$ cat src/rtl/fifo_burst_reader_pkg.sv
`default_nettype none
// ============================================================================
//  Module      : fifo_burst_reader_pkg
//  Description : Shared types and constants for the FIFO burst reader:
//                FSM state encoding, output buffer depth, sideband width.
//  Revision    : 1.0  initial release
// ============================================================================
package fifo_burst_reader_pkg;

    typedef enum logic [1:0] {
        ST_IDLE  = 2'd0,
        ST_BURST = 2'd1,
        ST_DRAIN = 2'd2
    } state_t;

    // Output buffer depth and the width of its occupancy count
    localparam int BUF_DEPTH = 2;
    localparam int BUF_CNT_W = 2;

    // Sideband bits carried with each word: {eop, sop}
    localparam int SIDE_WIDTH = 2;

endpackage
`default_nettype wire

$ cat src/rtl/fifo_skid_buf.sv
`default_nettype none
// ============================================================================
//  Module      : fifo_skid_buf
//  Description : Two-entry registered valid/ready buffer. The head register
//                drives the output directly; occupancy is exported so the
//                producer can run a credit scheme and never overflow it.
//  Revision    : 1.0  initial release
// ============================================================================
module fifo_skid_buf
    import fifo_burst_reader_pkg::*;
#(
    parameter int WIDTH = 18
) (
    input  logic                 clk,
    input  logic                 rst_n,
    input  logic                 in_valid,
    input  logic [WIDTH-1:0]     in_data,
    output logic                 out_valid,
    input  logic                 out_ready,
    output logic [WIDTH-1:0]     out_data,
    output logic [BUF_CNT_W-1:0] count
);

    logic [WIDTH-1:0] head;
    logic [WIDTH-1:0] tail;
    logic             pop;

    assign out_valid = (count != '0);
    assign out_data  = head;
    assign pop       = out_valid && out_ready;

    // Head/tail shift register; push and pop in the same cycle keep occupancy
    always_ff @(posedge clk or negedge rst_n) begin
        if (!rst_n) begin
            head  <= '0;
            tail  <= '0;
            count <= '0;
        end else begin
            case ({in_valid, pop})
                2'b10: begin
                    if (count == '0) head <= in_data;
                    else             tail <= in_data;
                    count <= count + BUF_CNT_W'(1);
                end
                2'b01: begin
                    head  <= tail;
                    count <= count - BUF_CNT_W'(1);
                end
                2'b11: begin
                    if (count == BUF_CNT_W'(1)) begin
                        head <= in_data;
                    end else begin
                        head <= tail;
                        tail <= in_data;
                    end
                end
                default: ;
            endcase
        end
    end

endmodule
`default_nettype wire

$ cat src/rtl/fifo_burst_reader.sv
`default_nettype none
// ============================================================================
//  Module      : fifo_burst_reader
//  Description : Pops fixed-length bursts from a FIFO (1-cycle read latency)
//                once a whole burst is stored and streams them out on a
//                valid/ready interface with sop/eop markers.
//                Optional: define FIFO_BURST_READER_TIMEOUT_EN to flush a
//                residue smaller than BURST_LEN after TIMEOUT_CYCLES of
//                waiting in IDLE.
//  Revision    : 1.0  initial release
// ============================================================================
module fifo_burst_reader
    import fifo_burst_reader_pkg::*;
#(
`ifdef FIFO_BURST_READER_TIMEOUT_EN
    parameter int TIMEOUT_CYCLES = 256,
`endif
    parameter int DATA_WIDTH = 16,
    parameter int ADDR_BITS  = 10,
    parameter int BURST_LEN  = 8,
    parameter int CNT_BITS   = 16
) (
    input  logic                  clk,
    input  logic                  rst_n,
    input  logic                  en,
    input  logic [ADDR_BITS-1:0]  fifo_usedw,
    input  logic                  fifo_empty,
    input  logic [DATA_WIDTH-1:0] fifo_data,
    output logic                  fifo_rd_req,
    output logic [DATA_WIDTH-1:0] m_data,
    output logic                  m_valid,
    input  logic                  m_ready,
    output logic                  m_sop,
    output logic                  m_eop,
    output logic [CNT_BITS-1:0]   burst_cnt,
    output logic                  busy
);

    localparam int                   BUF_W       = DATA_WIDTH + SIDE_WIDTH;
    localparam logic [ADDR_BITS-1:0] BURST_LEN_W = ADDR_BITS'(BURST_LEN);

    state_t                 state;
    logic [ADDR_BITS-1:0]   remaining;
    logic                   first_word;
    logic                   inflight;
    logic                   inflight_sop;
    logic                   inflight_eop;
    logic [BUF_CNT_W-1:0]   buf_count;
    logic [BUF_W-1:0]       buf_out;
    logic                   xfer;
    logic [BUF_CNT_W:0]     credit_used;
    logic                   start_full;
    logic                   start_timeout;
    logic                   start;
    logic [ADDR_BITS-1:0]   start_len;

    assign xfer = m_valid && m_ready;

    // Slots that will be occupied after this edge: stored words plus the read
    // returning now, minus the word leaving now
    assign credit_used = {1'b0, buf_count} + {{BUF_CNT_W{1'b0}}, inflight}
                       - {{BUF_CNT_W{1'b0}}, xfer};

    assign fifo_rd_req = (state == ST_BURST) && (remaining != '0)
                      && (credit_used < (BUF_CNT_W+1)'(BUF_DEPTH));

    assign busy = (state != ST_IDLE);

    assign start_full = en && (fifo_usedw >= BURST_LEN_W);
    assign start      = start_full || start_timeout;
    assign start_len  = start_full ? BURST_LEN_W : fifo_usedw;

`ifdef FIFO_BURST_READER_TIMEOUT_EN
    logic [31:0] idle_cycles;
    logic        residue_wait;

    assign residue_wait  = (state == ST_IDLE) && en && (fifo_usedw != '0)
                        && (fifo_usedw < BURST_LEN_W);
    assign start_timeout = residue_wait && (idle_cycles == 32'(TIMEOUT_CYCLES - 1));

    // Count consecutive cycles spent waiting on a residue; restart otherwise
    always_ff @(posedge clk or negedge rst_n) begin
        if (!rst_n) begin
            idle_cycles <= '0;
        end else if (!residue_wait || start_timeout) begin
            idle_cycles <= '0;
        end else begin
            idle_cycles <= idle_cycles + 32'd1;
        end
    end
`else
    assign start_timeout = 1'b0;
`endif

    // Burst sequencer: issues reads, tags them, and closes the burst on eop
    always_ff @(posedge clk or negedge rst_n) begin
        if (!rst_n) begin
            state        <= ST_IDLE;
            remaining    <= '0;
            first_word   <= 1'b0;
            inflight     <= 1'b0;
            inflight_sop <= 1'b0;
            inflight_eop <= 1'b0;
            burst_cnt    <= '0;
        end else begin
            inflight <= fifo_rd_req;
            if (fifo_rd_req) begin
                inflight_sop <= first_word;
                inflight_eop <= (remaining == ADDR_BITS'(1));
            end
            case (state)
                ST_IDLE: begin
                    if (start) begin
                        remaining  <= start_len;
                        first_word <= 1'b1;
                        state      <= ST_BURST;
                    end
                end
                ST_BURST: begin
                    if (fifo_rd_req) begin
                        remaining  <= remaining - ADDR_BITS'(1);
                        first_word <= 1'b0;
                        if (remaining == ADDR_BITS'(1)) state <= ST_DRAIN;
                    end
                end
                ST_DRAIN: begin
                    if (xfer && m_eop) begin
                        burst_cnt <= burst_cnt + CNT_BITS'(1);
                        state     <= ST_IDLE;
                    end
                end
                default: state <= ST_IDLE;
            endcase
        end
    end

    fifo_skid_buf #(
        .WIDTH (BUF_W)
    ) u_buf (
        .clk       (clk),
        .rst_n     (rst_n),
        .in_valid  (inflight),
        .in_data   ({inflight_eop, inflight_sop, fifo_data}),
        .out_valid (m_valid),
        .out_ready (m_ready),
        .out_data  (buf_out),
        .count     (buf_count)
    );

    assign {m_eop, m_sop, m_data} = buf_out;

`ifndef SYNTHESIS
    // A pop from an empty FIFO means the occupancy gating has been broken
    always_ff @(posedge clk) begin
        if (rst_n) begin
            assert (!(fifo_rd_req && fifo_empty))
                else $fatal(1, "fifo_burst_reader: read request while FIFO empty");
        end
    end
`endif

endmodule
`default_nettype wire

$ cat config.mk
export PLATFORM = sky130hd
export DESIGN_NAME = fifo_burst_reader
export DESIGN_NICKNAME = d
export VERILOG_FILES = /design/src/rtl/fifo_burst_reader_pkg.sv /design/src/rtl/fifo_skid_buf.sv /design/src/rtl/fifo_burst_reader.sv
export SDC_FILE = /design/constraint.sdc
export NUM_CORES = 1
export LEC_CHECK = 0
export ABC_AREA = 1
export ABC_CLOCK_PERIOD_IN_PS = 2200
export CORE_MARGIN = 10
export CORE_UTILIZATION = 48
export DETAILED_ROUTE_END_ITERATION = 16
export PLACE_DENSITY_LB_ADDON = 0.15
export SETUP_SLACK_MARGIN = 0.3
export SLEW_MARGIN = 20
export SYNTH_ARGS = -nofsm -noshare
export SYNTH_HDL_FRONTEND = slang
export SYNTH_HIERARCHICAL = 1
export SYNTH_SLANG_ARGS = --single-unit
$ cat constraint.sdc
create_clock -name clk -period 2.2 [get_ports clk]
set_input_delay 0.33 -clock clk [delete_from_list [all_inputs] [get_ports clk]]
set_output_delay 0.33 -clock clk [all_outputs]
set_load 0.02 [all_outputs]
# After elaboration in Yosys (flattened, before gate mapping)

Cells that the tools add are included.

Input port bits: 31
Logic and storage cells: 69
Output and inout bits: 37
Register bits after elaboration: 70

Reduce and logical (&&, ||, !) cells: 19
Equality and inequality tests: 14
Order comparisons: 2
$add $sub $neg: 6
Muxes and demuxes: 18

Operators with widths:

| kind                    | number |
|---|---|
| $mux W18                | 4 |
| $pmux W18 S3            | 1 |
| $pmux W18 S2            | 1 |
| $mux W10                | 2 |
| $pmux W10 S2            | 1 |
| $add A16 B1 Y16 const B | 1 |
| $eq A10 B1 Y1 const B   | 1 |
| $ge A10 B4 Y1 const B   | 1 |
| $ne A2 B2 Y1 const B    | 5 |
| $reduce_bool A10 Y1     | 1 |
| $reduce_bool A2 Y1      | 5 |
| $sub A10 B1 Y10 const B | 1 |
| $mux W2                 | 4 |
| $eq A2 B1 Y1 const B    | 3 |
| $eq A2 B2 Y1 const B    | 3 |
| $pmux W2 S3             | 1 |
| $reduce_and A3 Y1       | 2 |
| $logic_and A1 B1 Y1     | 5 |
| $logic_not A2 Y1        | 2 |
| $ne A2 B1 Y1 const B    | 2 |
| $pmux W2 S2             | 1 |
| $reduce_and A2 Y1       | 2 |
| $reduce_and A4 Y1       | 1 |
| $add A2 B1 Y3           | 1 |
| 7 further kinds         | 8 |

# Depth between registers and ports, before layout

Word-level depth: 7
Depth in mapped cells: 18
Mapped depth without buffers: 18

# Cells and area by module

The synthesis kept the hierarchy.

By module, submodules not included:

| module            | sequential area each (µm²) | area an instance (µm²) | instances | cells each |
|---|---|---|---|---|
| fifo_burst_reader | 800.8                      | 1893.1                 | 1         | 245 |
| fifo_skid_buf     | 950.9                      | 1874.3                 | 1         | 243 |

# Least setup slack after synthesis

No wires, ideal clock.

Path kind: register to output
Start point: register u_buf.count[1]
End point: output port fifo_rd_req
Data required time: 1.870 ns
Cell stages (with the launch flop): 14
Slack: -0.352 ns
Buffers on the path: 0
Arrival: 2.222 ns
Path through: dfrtp_1 > inv_1 > ha_1 > inv_2 > nand2_1 > inv_1 > ha_1 > inv_1 > nand2_1 > fa_1 > nand2_1 > nor2_2 > nand2_2 > inv_1

Longest elaborated chain between the ends: 5
Elaborated cells on any way between the ends: 6
Those cells by class: add/sub (2); order compare (1); reduce/logical (3)

Ends and longest elaborated chain:

| item                     | RTL line                | source |
|---|---|---|
| start: declaration       | fifo_skid_buf.sv:21     | `output logic [BUF_CNT_W-1:0] count` |
| start signal: assignment | fifo_skid_buf.sv:43     | `count <= count + BUF_CNT_W'(1);` |
| start signal: assignment | fifo_skid_buf.sv:47     | `count <= count - BUF_CNT_W'(1);` |
| $reduce_bool A2 Y1       | fifo_skid_buf.sv:28     | `assign out_valid = (count != '0);` |
| named net m_valid        | fifo_burst_reader.sv:31 | `output logic m_valid,` |
| $logic_and A1 B1 Y1      | fifo_burst_reader.sv:57 | `assign xfer = m_valid && m_ready;` |
| $sub A3 B1 Y3            | fifo_burst_reader.sv:62 | `- {{BUF_CNT_W{1'b0}}, xfer};` |
| $lt A3 B2 Y1             | fifo_burst_reader.sv:65 | `&& (credit_used < (BUF_CNT_W+1)'(BUF_DEPTH));` |
| $logic_and A1 B1 Y1      | fifo_burst_reader.sv:65 |  |
| end: declaration         | fifo_burst_reader.sv:29 | `output logic fifo_rd_req,` |

The timed path passes the listed nets, and every way through them passes these cells.

# Worst setup path after layout

Start point: register u_buf.count[1]
End point: output port fifo_rd_req

Longest elaborated chain between the ends: 5
Elaborated cells on any way between the ends: 6
Those cells by class: add/sub (2); order compare (1); reduce/logical (3)

Ends and longest elaborated chain:

| item                                                  | RTL line |
|---|---|
| branches (longest 2 deep; another with $add A2 B1 Y3) | - |
| $sub A3 B1 Y3 (*)                                     | fifo_burst_reader.sv:62 |
| $lt A3 B2 Y1 (*)                                      | fifo_burst_reader.sv:65 |
| $logic_and A1 B1 Y1 (*)                               | fifo_burst_reader.sv:65 |

Every way passes the cells marked *.

==> metrics.md <==
| Metric | Value |
|---|---|
| Outcome | finished with violations |
| Failing checks | negative setup slack |
| Area share of the largest cell type after synthesis | about 46% |
| Clock power frac | 14.4% |
| Routed met3 length | between 600 and 700 um |
| Worst-Skew Late Latency | approximately 0.34 ns |
| DIE AREA | roughly 12000 um^2 |
| Area Overhead vs Synth | 38.1% |
| Crit Path Category | reg -> out |
| Max_cap viols | 0 |
| Clk root buf | clkbuf_8 |
| Cts hold-fix bufs | 0 |
| Pwr Density | ~1400 nW/um^2 |
| CTS Buf Count | 9 |
| Top Layer Used | met4 |
| Met2 routed WL | 4580 um |
| Sequential share of the synthesized area | 46.5% |
| Cell taking the most area after synthesis | dfrtp_1 |
| ANT cells | 0 |
| Final Max Slew Viols | 0 |
| Startpoint Class | register |
| Initial Util | between 40 and 50% |
| Yosys reg bits | 70 |
| Die Height | about 110 um |
| Initial antenna violation count | 0 |
| Register area | 1750 um^2 |
| RePlAce Congestion | about 0.85 |
| Worst setup margin | -0.535 ns |
| CP arrival | 2.40 ns |
| Synth unique cells | 30 |
| Clock slew at reported path FFs | approximately 0.07 ns |
| Worst R2R Start | u_buf/count[1] |
| Worst-Margin Slew | 0.373 ns |
| Fillers | approximately 620 |
| Routed met1 length | 4210 um |
| Core Rows | 32 |
| Antenna viol nets, final | 0 |
| Fmax | 366 MHz |
| P_int | around 4.1 mW |
| RSZ-0062 raised after global routing | yes |
| WL/cell | around 14 um |
| Clock Sinks | 70 |
| Vias/cell | between 4 and 5 |
| Setup_tns | -6.81 ns |
| Final Non-Filler Cells | between 600 and 700 |
| Maximum vdd drop | just under 0.0009 V |
| Worst reg2reg path depth | 19 |
| 1st-iter DRT viols | between 150 and 200 |
| Reg power frac | about 28% |
| CTS tree | built |
| Post-Synthesis Cells | 488 |
| GRT Overall Usage | between 15 and 20% |
| Required time worst endpoint | ~1.9 ns |
| CTS max path bufs | 2 |
| Worst hold path type | in -> async |
| Final nets | around 630 |
| Final setup viols | 17 |
| Leak pwr | 2.62 nW |
| Drt first pass iters | 4 |
| IO Pins | 68 |
| Placed cell count | around 660 |
| Tcrit/Tclk final | 124% |
| Slew HR | 75.1% |
| Vias | around 3400 |
| Ys async rst share | 100% |
| Share of cells above drive strength 1 | 19.7% |
| Flop2flop setup slack | -0.50 ns |
| Synthesized area | 3770 um^2 |
| Commonest cells post-synth | nand2_1 (208), dfrtp_1 (70), nand3_1 (49) |
| Final hold vios | 0 |
| Worst slack, placed | -0.791 ns |
| Final core occ | 67.7% |
| First-pass GRT wire length | 15600 um |
| Width of the die | 109 um |
| DP HPWL | between 6000 and 7000 um |
| Max H-tree Level | 3 |
| Vias in the first global route | between 3000 and 4000 |
| R2R Path End | remaining[5] |
| YS warnings | 6 |
| Minimum clock period | between 2 and 3 ns |
| Final hold slack | 0.00771 ns |
| Largest net degree at the start of global routing | 71 |
| Sw power | a little over 3 mW |
| Part of the power in combinational logic | between 50% and 60% |
| GR Overflow Total | 0 |
| Port buffer count | 63 |
| Top-count cell post-synth | nand2_1 |
| CP Capture Type | primary output |
| Core ar. | approximately 7700 um^2 |
| DRT Wirelength | between 9000 and 10000 um |
| Skew final | roughly 0.013 ns |
| Post-synth EDFFs | 0 |
| Syn Area/Cell | ~7.7 um^2 |
| CP Max Fanout | 2 |
| DRC errors left | 0 |
| Multi-input combinational cell area | approximately 2000 um^2 |
| Synth area leaders | dfrtp_1 (46%), nand2_1 (21%), nand3_1 (6.5%) |
| Sw frac | a little over two fifths |
| Top_reg_cell synth | dfrtp_1 |
| Post-Syn Nets | 532 |
-- power groups by stage --
stage / Sequential [mW] / Combinational (mW) / Clock (mW)
finish: 2.01 / 4.11 / 1.03
global route: 2.06 / 4.58 / 1.10
CTS: 2.00 / 3.52 / 1.05
detailed placement: 2.02 / 3.32 / 0
global placement: 2.01 / 3.24 / 0
floorplan: 2.17 / 2.00 / 0
-- through the flow --
stage	instance area [um^2]	total power [mW]
after global routing	5200	7.74
after floorplan	3790	4.17
after global placement	4640	5.25
after detailed placement	4640	5.34
final	5200	7.15
after CTS	4910	6.57
-- what timing repair did --
item / CTS / global route
pin swaps: 2 / 13
setup endpoints to repair: 55 / 57
setup buffers: 6 / 4
gates cloned: 0 / 3
resized for setup: 20 / 59
-- area by class of cell --
cell class	instances	share of cell area [%]
Multi-Input combinational cell	363	38.4
Sequential cell	70	33.7
Timing Repair Buffer	95	18.2
Inverter	46	3.61
Clock buffer	11	2.72
Tap cell	102	2.45
Clock inverter	4	0.914
-- per-layer routing --
layer,global-route usage [%],vias to the layer above
li1,-,1712
met3,3.75,10
met4,5.46,0
met5,0,-
met1,20.7,1590
met2,26.6,87
-- worst max-delay path: stages (launching register included) --
cell and delay (ns):
dfrtp_1 0.39, inv_2 0.08, ha_4 0.16, inv_6 0.04
nand2_4 0.06, inv_4 0.03, ha_4 0.22, inv_2 0.04
nand2_2 0.05, fa_2 0.57, nand2_2 0.06, nor2_4 0.11
nand2_2 0.08, inv_4 0.06, buf_6 0.11
-- worst max path at each step --
stage	from	to	slack (ns)
2_1_floorplan	u_buf/count[1]	fifo_rd_req	-0.16
3_3_place_gp	m_ready	fifo_rd_req	-0.74
3_5_place_dp	m_ready	fifo_rd_req	-0.79
4_1_cts	u_buf/count[0]	fifo_rd_req	-0.50
5_1_grt	u_buf/count[0]	fifo_rd_req	-0.64
6_report	u_buf/count[1]	fifo_rd_req	-0.53
-- flip-flops by register name, indices dropped and copies added (netlist names) --
register	flops
first_word	1
remaining	10
inflight	1
u_buf/count	2
u_buf/out_data	18
state	2
inflight_sop	1
inflight_eop	1
u_buf/tail	18
burst_cnt	16
-- cell usage in the layout, fill, tap and decap left out, drive strengths merged, types with 2 or more instances in the layout --
| cell | n |
|---|---|
| nand3 | 53 |
| clkbuf | 12 |
| o21ai | 16 |
| ha | 12 |
| dfrtp | 70 |
| xnor2 | 2 |
| clkdlybuf4s50 | 59 |
| a21oi | 5 |
| clkinv | 2 |
| buf | 33 |
| nor2 | 33 |
| nor3 | 7 |
| dlygate4sd2 | 2 |
| xor2 | 11 |
| nand4 | 5 |
| inv | 46 |
| nand2 | 215 |
-- kinds of logic (layout without fill, tap and decap cells) --
group / Yosys count / count (layout) / synth area share (%)
adder cells (fa/ha/maj): 13 / 13 / 4.52
XOR/XNOR: 13 / 13 / 3.02
flip-flops: 70 / 70 / 46.5
AND/OR/NAND/NOR: 313 / 314 / 35.5
buffers and inverters: 56 / 156 / 6.64
AO/OA/AOI/OAI: 23 / 23 / 3.82
Power figures use the tool's default switching activity.
